$ cat src/rtl/pes_demux_pkg.sv
// Shared encodings and helpers for the 1-to-N demultiplexer.
package pes_demux_pkg;

    localparam logic MODE_MANUAL = 1'b0;
    localparam logic MODE_AUTO   = 1'b1;

    localparam int unsigned MAX_CHANNELS = 256;

    typedef enum logic {
        ST_MANUAL = 1'b0,
        ST_AUTO   = 1'b1
    } state_e;

    function automatic logic [MAX_CHANNELS-1:0] sel_onehot(input logic [7:0] sel);
        logic [MAX_CHANNELS-1:0] v;
        v      = '0;
        v[sel] = 1'b1;
        return v;
    endfunction

endpackage

$ cat src/rtl/pes_demux_sel_seq.sv
// Lane-select sequencer: manual select with range check, or round-robin
// auto mode dwelling DWELL cycles per lane with a wrap pulse per lap.
module pes_demux_sel_seq
    import pes_demux_pkg::*;
#(
    parameter  int unsigned CHANNELS = 8,
    parameter  int unsigned DWELL    = 16,
    localparam int unsigned SEL_W    = $clog2(CHANNELS)
) (
    input  logic             clk,
    input  logic             reset,
    input  logic             mode,
    input  logic [SEL_W-1:0] sel_in,
    output logic [SEL_W-1:0] cur_sel,
    output logic             wrap,
    output logic             sel_err
);

    localparam int unsigned      DW         = (DWELL > 1) ? $clog2(DWELL) : 1;
    localparam logic [SEL_W:0]   CH_LIMIT   = (SEL_W + 1)'(CHANNELS);
    localparam logic [SEL_W-1:0] LAST_SEL   = SEL_W'(CHANNELS - 1);
    localparam logic [DW-1:0]    DWELL_LAST = DW'(DWELL - 1);

    state_e           state_q, state_d;
    logic [SEL_W-1:0] cur_sel_q, cur_sel_d;
    logic [DW-1:0]    dwell_q, dwell_d;
    logic             wrap_q, wrap_d;
    logic             sel_err_q, sel_err_d;

    always_ff @(posedge clk) begin
        if (reset) begin
            state_q   <= ST_MANUAL;
            cur_sel_q <= '0;
            dwell_q   <= '0;
            wrap_q    <= 1'b0;
            sel_err_q <= 1'b0;
        end else begin
            state_q   <= state_d;
            cur_sel_q <= cur_sel_d;
            dwell_q   <= dwell_d;
            wrap_q    <= wrap_d;
            sel_err_q <= sel_err_d;
        end
    end

    always_comb begin
        state_d   = (mode == MODE_AUTO) ? ST_AUTO : ST_MANUAL;
        cur_sel_d = cur_sel_q;
        dwell_d   = '0;
        wrap_d    = 1'b0;
        sel_err_d = sel_err_q;
        if (state_d == ST_MANUAL) begin
            if ({1'b0, sel_in} < CH_LIMIT) begin
                cur_sel_d = sel_in;
            end else begin
                sel_err_d = 1'b1;
            end
        end else if (state_q == ST_AUTO) begin
            if (dwell_q == DWELL_LAST) begin
                if (cur_sel_q == LAST_SEL) begin
                    cur_sel_d = '0;
                    wrap_d    = 1'b1;
                end else begin
                    cur_sel_d = cur_sel_q + SEL_W'(1);
                end
            end else begin
                dwell_d = dwell_q + DW'(1);
            end
        end
        // First AUTO edge after MANUAL keeps lane and zero dwell, giving that lane a full dwell.
    end

    assign cur_sel = cur_sel_q;
    assign wrap    = wrap_q;
    assign sel_err = sel_err_q;

endmodule

$ cat src/rtl/pes_demux_1_n.sv
// Registered 1-to-N demultiplexer: routes i to the lane chosen by the
// sequencer, with per-lane valid strobes and optional hold of idle lanes.
module pes_demux_1_n
    import pes_demux_pkg::*;
#(
    parameter  int unsigned WIDTH    = 1,
    parameter  int unsigned CHANNELS = 8,
    parameter  int unsigned DWELL    = 16,
    parameter  int unsigned HOLD     = 1,
    localparam int unsigned SEL_W    = $clog2(CHANNELS)
) (
    input  logic                      clk,
    input  logic                      reset,
    input  logic [WIDTH-1:0]          i,
    input  logic                      i_valid,
    input  logic                      mode,
    input  logic [SEL_W-1:0]          sel_in,
    output logic [CHANNELS*WIDTH-1:0] o,
    output logic [CHANNELS-1:0]       o_valid,
    output logic [SEL_W-1:0]          cur_sel,
    output logic                      wrap,
    output logic                      sel_err
);

    logic [CHANNELS-1:0] lane_hit;
    logic [CHANNELS-1:0] o_valid_q;

    pes_demux_sel_seq #(
        .CHANNELS(CHANNELS),
        .DWELL   (DWELL)
    ) u_seq (
        .clk    (clk),
        .reset  (reset),
        .mode   (mode),
        .sel_in (sel_in),
        .cur_sel(cur_sel),
        .wrap   (wrap),
        .sel_err(sel_err)
    );

    // Routing uses the registered select, so a select change lands one edge later.
    assign lane_hit = CHANNELS'(sel_onehot(8'(cur_sel)));

    always_ff @(posedge clk) begin
        if (reset) begin
            o_valid_q <= '0;
        end else begin
            o_valid_q <= i_valid ? lane_hit : '0;
        end
    end

    assign o_valid = o_valid_q;

    for (genvar k = 0; k < CHANNELS; k++) begin : g_lane
        logic [WIDTH-1:0] lane_q, lane_d;

        always_comb begin
            lane_d = lane_q;
            if (i_valid && lane_hit[k]) begin
                lane_d = i;
            end else if (HOLD == 0) begin
                lane_d = '0;
            end
        end

        always_ff @(posedge clk) begin
            if (reset) begin
                lane_q <= '0;
            end else begin
                lane_q <= lane_d;
            end
        end

        assign o[k*WIDTH +: WIDTH] = lane_q;
    end

endmodule

$ cat config.mk
export PLATFORM = sky130hd
export DESIGN_NAME = pes_demux_1_n
export DESIGN_NICKNAME = d
export VERILOG_FILES = /design/src/rtl/pes_demux_pkg.sv /design/src/rtl/pes_demux_sel_seq.sv /design/src/rtl/pes_demux_1_n.sv
export SDC_FILE = /design/constraint.sdc
export NUM_CORES = 1
export LEC_CHECK = 0
export ABC_AREA = 0
export ABC_CLOCK_PERIOD_IN_PS = 1800
export CAP_MARGIN = 10
export CORE_MARGIN = 4
export CORE_UTILIZATION = 35
export CTS_CLUSTER_DIAMETER = 200
export DETAILED_ROUTE_END_ITERATION = 6
export PLACE_DENSITY_LB_ADDON = 0.08
export SLEW_MARGIN = 20
export SYNTH_ARGS = -nofsm -noshare
export SYNTH_HDL_FRONTEND = slang
export SYNTH_SLANG_ARGS = --single-unit
export TNS_END_PERCENT = 100
$ cat constraint.sdc
create_clock -name clk -period 1.8 [get_ports clk]
set_input_delay 0.36 -clock clk [delete_from_list [all_inputs] [get_ports clk]]
set_output_delay 0.36 -clock clk [all_outputs]
set_load 0.05 [all_outputs]
Word level (Yosys, flattened, before mapping)
Cells that the tools add are included.
{ "totals": {"ff_bits": 25, "out_inout_bits": 21, "word_cells": 46, "input_bits": 8} }
{ "op_classes": {"reduce_logical": 13, "n_addsub": 2, "bitwise_logic": 4, "magnitude_cmp": 2, "eq_ne": 4, "mux": 8} }
{ "op_table": {"columns": ["operator", "count"], "rows": [
  ["$mux W3", 4],
  ["$logic_and A1 B1 Y1", 9],
  ["$lt A3 B9 Y1 const B", 1],
  ["$reduce_or A4 Y1", 2],
  ["$add A4 B1 Y4 const B", 1],
  ["$eq A4 B4 Y1 const B", 1],
  ["$not A1 Y1", 4],
  ["$add A3 B1 Y3 const B", 1],
  ["$demux W1 S3", 1],
  ["$eq A3 B3 Y1 const B", 1],
  ["$ge A3 B1 Y1 const B", 1],
  ["$mux W1", 3],
  ["$ne A2 B1 Y1 const B", 1],
  ["$ne A2 B2 Y1 const B", 1],
  ["$reduce_and A2 Y1", 1],
  ["$reduce_or A2 Y1", 1]
]} }

Longest topological paths before layout
{ "logic_depth": {"ltp_word": 5, "depth_mapped": 5, "depth_no_buf": 5} }

Hierarchy
Synthesis repeated with hierarchy kept, for this count alone.
{ "unflattened": {"hier_cells": 111, "area_unflattened_um2": 1139.8} }
{ "modules_own_cells": {"columns": ["module", "seq_area_each_um2", "instances", "area_each_um2", "cells_each"], "rows": [
  ["pes_demux_1_n", 320.3, 1, 718.2, 68],
  ["pes_demux_sel_seq", 180.2, 1, 421.7, 43]
]} }

Worst setup path after synthesis
Ideal clock, no wire load.
{ "synth_timing": {"kind": "reg2reg", "startpoint": "reg u_seq.cur_sel_q[1] (netlist: u_seq.cur_sel[1])", "endpoint": "reg g_lane[6].lane_q", "n_path_buf": 1, "path_slack_ns": 0.105, "arrival_time_ns": 1.625, "setup_time_ns": 0.070, "stages_incl_launch_ff": 5, "t_required_ns": 1.730, "period_less_slack_ns": 1.695, "path_cell_list": "dfxtp_1 > buf_2 > nand3_1 > or3b_2 > a21oi_1"} }
{ "synth_via": {"elab_chain_len": 5, "word_cells_on_any_way": 6, "classes_between": "order compare (2); mux (2); reduce/logical (2)"} }
{ "synth_rtl": {"columns": ["element", "line", "source"], "rows": [
  ["start: declaration", "pes_demux_sel_seq.sv:25", "logic [SEL_W-1:0] cur_sel_q, cur_sel_d;"],
  ["start signal: assignment", "pes_demux_sel_seq.sv:39", "cur_sel_q <= cur_sel_d;"],
  ["$lt A3 B9 Y1 (not written as such) / $ge A3 B1 Y1 (equally long branches)", "pes_demux_pkg.sv:17", "v[sel] = 1'b1;"],
  ["$logic_and A1 B1 Y1 (not written as such)", "pes_demux_pkg.sv:17", null],
  ["$mux W1 (not written as such)", "pes_demux_pkg.sv:17", null],
  ["$demux W1 S3 (*)", "pes_demux_pkg.sv:17", null],
  ["$logic_and A1 B1 Y1 (*)", "pes_demux_1_n.sv:59", "if (i_valid && lane_hit[k]) begin"],
  ["end signal: assignment", "pes_demux_1_n.sv:70", "lane_q <= lane_d;"],
  ["end: declaration", "pes_demux_1_n.sv:55", "logic [WIDTH-1:0] lane_q, lane_d;"]
]} }
Mark *: on every way between the ends. The rest lies on a longest branch, timed or not.
A chain may end at the register's enable or synchronous reset.

Final worst setup path
{ "layout_timing": {"startpoint": "reg u_seq.cur_sel_q[1] (netlist: u_seq.cur_sel[1])", "endpoint": "out cur_sel[1]"} }
{ "layout_lines": {"columns": ["element", "line", "source"], "rows": [
  ["end: declaration", "pes_demux_1_n.sv:20", "output logic [SEL_W-1:0] cur_sel,"]
]} }
No word-level cell between the ends.

==> results.py <==
metrics = {
    "die": {
        "ioPinCount": 29,
        "die-area_um2": 3990,
        "die_w_um": 63.2,
        "core_um2": 2830,
        "initial_core_util_pct": 37.6,
        "rows": 19,
        "die_h_um": 63.2,
    },
    "setup_path": {
        "worst_setup_path_end_kind": "primary output",
        "critPathArrivalTime_ns": 1.17,
        "critical_path_required_ns": 1.44,
        "path_class": "register to primary output",
        "critPathMaxFanout": 9,
        "worst_setup_path_start_kind": "register",
    },
    "global_route": {
        "grt_max_degree": 21,
        "grt_pass1_wl_um": 3570,
        "grt_overflow_total": 0,
        "antenna_found_initial": 0,
        "grt_pass1_vias": 800,
        "track_usage_pct": 11.0,
    },
    "yosys": {
        "async_reset_ff_share_pct": 0,
        "synthCells": 109,
        "synthTopCellsByArea": "dfxtp_1, buf_4, mux2i_1",
        "synthFlopType": "dfxtp_1",
        "synth.cell_area_um2": 1060,
        "ys_types": 36,
        "synth-seq-cells": 25,
        "synth-edff-count": 0,
        "synth_warnings": 0,
        "ys_seq_area_share_pct": 47.0,
        "syn_nets": 120,
        "yosysTopAreaCellShare_pct": 47.0,
        "synth_area_leader_cell": "dfxtp_1",
        "avgSynthCellArea_um2": 9.77,
    },
    "sta": {
        "hold_viol_final": 0,
        "min_period_over_period_pct": 85.1,
        "setup_tns_ns": 0,
        "maxSlewViolCount": 0,
        "skew_ns": 0.00551,
        "grt_setup_unrepaired": "no",
        "setup_viol": 0,
        "min_period_ns": 1.53,
        "timing.fmax_mhz": 653,
    },
    "final_layout": {
        "drive_above_1_share_pct": 26.1,
        "multiInputGateArea_um2": 443,
        "finalInstanceArea_um2": 1340,
        "final_cell_count_no_fill": 165,
        "regArea_um2": 500,
        "synthToLayoutAreaGrowth_pct": 26.2,
        "fin_nets": 146,
        "antenna_cells": 0,
        "nFillCells": 289,
    },
    "routing": {
        "vias_per_cell": 5.03,
        "wl_per_cell_um": 12.5,
        "drtIter0Drc": 9,
        "routed_wirelength_um": 2060,
        "dr.pass1.iters": 4,
        "via_count": 830,
        "drc": 0,
        "ant_nets": 0,
    },
    "cts": {
        "root_buffer": "clkbuf_4",
        "cts_tree": "built",
        "path_clk_slew_ns": 0.13,
        "cts_hold_buffers": 0,
        "clkSinkCount": 25,
        "cts_made_buffers": 3,
        "cts_resized": 2,
        "clk_latency_ns": 0.31,
        "postCtsSetupRepairBufs": 0,
        "cts-htree-levels": 1,
        "clockBufferDepth": 2,
    },
    "placed_design": {
        "gp_congestion": 0.775,
        "port_buffers": 27,
        "dp_hpwl_um": 1490,
        "postPlaceCellArea_um2": 1320,
        "place_inst": 161,
    },
    "power": {
        "peakVddDrop_mv": 0.306,
        "combinationalPowerShare_pct": 18.3,
        "p_sw_mw": 0.281,
        "leakage_nw": 0.589,
        "switching_share_pct": 27.6,
        "cellPowerDensity_nw_per_um2": 758,
        "p_int_mw": 0.737,
        "p_clk_share_pct": 24.3,
        "seq_power_share_pct": 57.3,
    },
    "min_path": {
        "min_path_type": "register to register",
    },
    "flow_run": {
        "maxCapViolCount": 0,
    },
    "outcome": {
        "outcome": "complete, no violations",
    },
}
==> through the flow <==
stage | worst slack (ns) | utilization (%) | power, mW | hold WS, ns
after floorplan | 0.105 | - | 0.714 | 0.418
after global placement | 0.0666 | 46.7 | 0.783 | 0.425
after detailed placement | 0.0491 | 46.7 | 0.784 | 0.441
after CTS | 0.256 | 47.5 | 1.03 | 0.460
after global routing | 0.183 | 47.5 | 1.07 | 0.486
final | 0.269 | 47.5 | 1.02 | 0.459
==> cell usage after synthesis, types with 2 or more instances <==
cell type / instances
dfxtp_1: 25
buf_4: 10
nor2_1: 10
a21oi_1: 5
mux2i_1: 5
o21ai_0: 5
nand2_1: 4
nor2b_1: 4
nor3_1: 4
ha_1: 3
nand3_1: 3
a221oi_1: 2
inv_1: 2
nand4_1: 2
nand4b_1: 2
or3b_2: 2
xor2_1: 2
==> worst max-delay path: stages, from the launching register on <==
cell	delay [ns]
dfxtp_1	0.51
buf_4	0.21
buf_12	0.14
==> layout make-up <==
cell class	count	area share, %
clock buffers	4	1.96
inverters	2	0.559
multi-input cells	67	33.0
flip-flops and latches	25	37.2
well taps	31	2.89
repair buffers	36	24.4
==> logic make-up after synthesis <==
logic type	count (synthesis)	synth area share, %
compound gates	15	8.46
xor+xnor	2	1.65
fa+ha+maj	3	3.53
buf+inv	17	11.4
flops	25	47.0
mux	5	4.70
other cells	1	0.352
simple gates	41	22.9
==> power groups by stage <==
stage / combinational, mW / clock [mW] / sequential (mW)
2_1_floorplan: 0.0923 / 0 / 0.622
3_3_place_gp: 0.187 / 0 / 0.596
3_5_place_dp: 0.188 / 0 / 0.596
4_1_cts: 0.188 / 0.255 / 0.584
5_1_grt: 0.200 / 0.279 / 0.587
6_report: 0.187 / 0.248 / 0.584
==> state kept, by name, indices dropped and copies added (netlist names) <==
signal	count
u_seq.wrap	1
o_valid	8
g_lane.lane_q	8
u_seq.dwell_q	4
u_seq.state_q	1
u_seq.cur_sel	3
==> per-layer routing <==
layer,global-route usage [%],vias up,share of wire (%)
li1,-,422,-
met1,14.6,383,52
met2,16.2,23,42
met3,3.37,2,5.5
met4,4.96,0,0.78
met5,0,-,0
==> cell usage in the layout (no fill, tap or decap), types with 2 or more instances in the layout <==
master            n
nand4b_1          2
ha_1              3
nand2_1           4
a21oi_1           5
inv_1             2
nand4_1           2
clkbuf_4          3
or3b_2            2
dlygate4sd2_1     2
nor2_1           10
buf_4            24
nor2b_1           4
mux2i_1           5
nand3_1           3
xor2_1            2
nor3_1            4
buf_12            3
clkdlybuf4s50_1   7
dfxtp_1          25
a221oi_1          2
o21ai_0           5
==> path summary, 6_finish.rpt <==
check,from,to,slack [ns],depth (start not counted)
setup reg to reg,u_seq.cur_sel[1]$_SDFFE_PP0P_,u_seq.cur_sel[0]$_SDFFE_PP0P_,0.32,5
hold / removal,u_seq.dwell_q[0]$_SDFF_PP0_,u_seq.dwell_q[0]$_SDFF_PP0_,0.46,1
setup / recovery,u_seq.cur_sel[1]$_SDFFE_PP0P_,cur_sel[1],0.27,2
hold reg to reg,u_seq.dwell_q[0]$_SDFF_PP0_,u_seq.dwell_q[0]$_SDFF_PP0_,0.46,1
No activity file was read; power rests on OpenSTA's default activity.
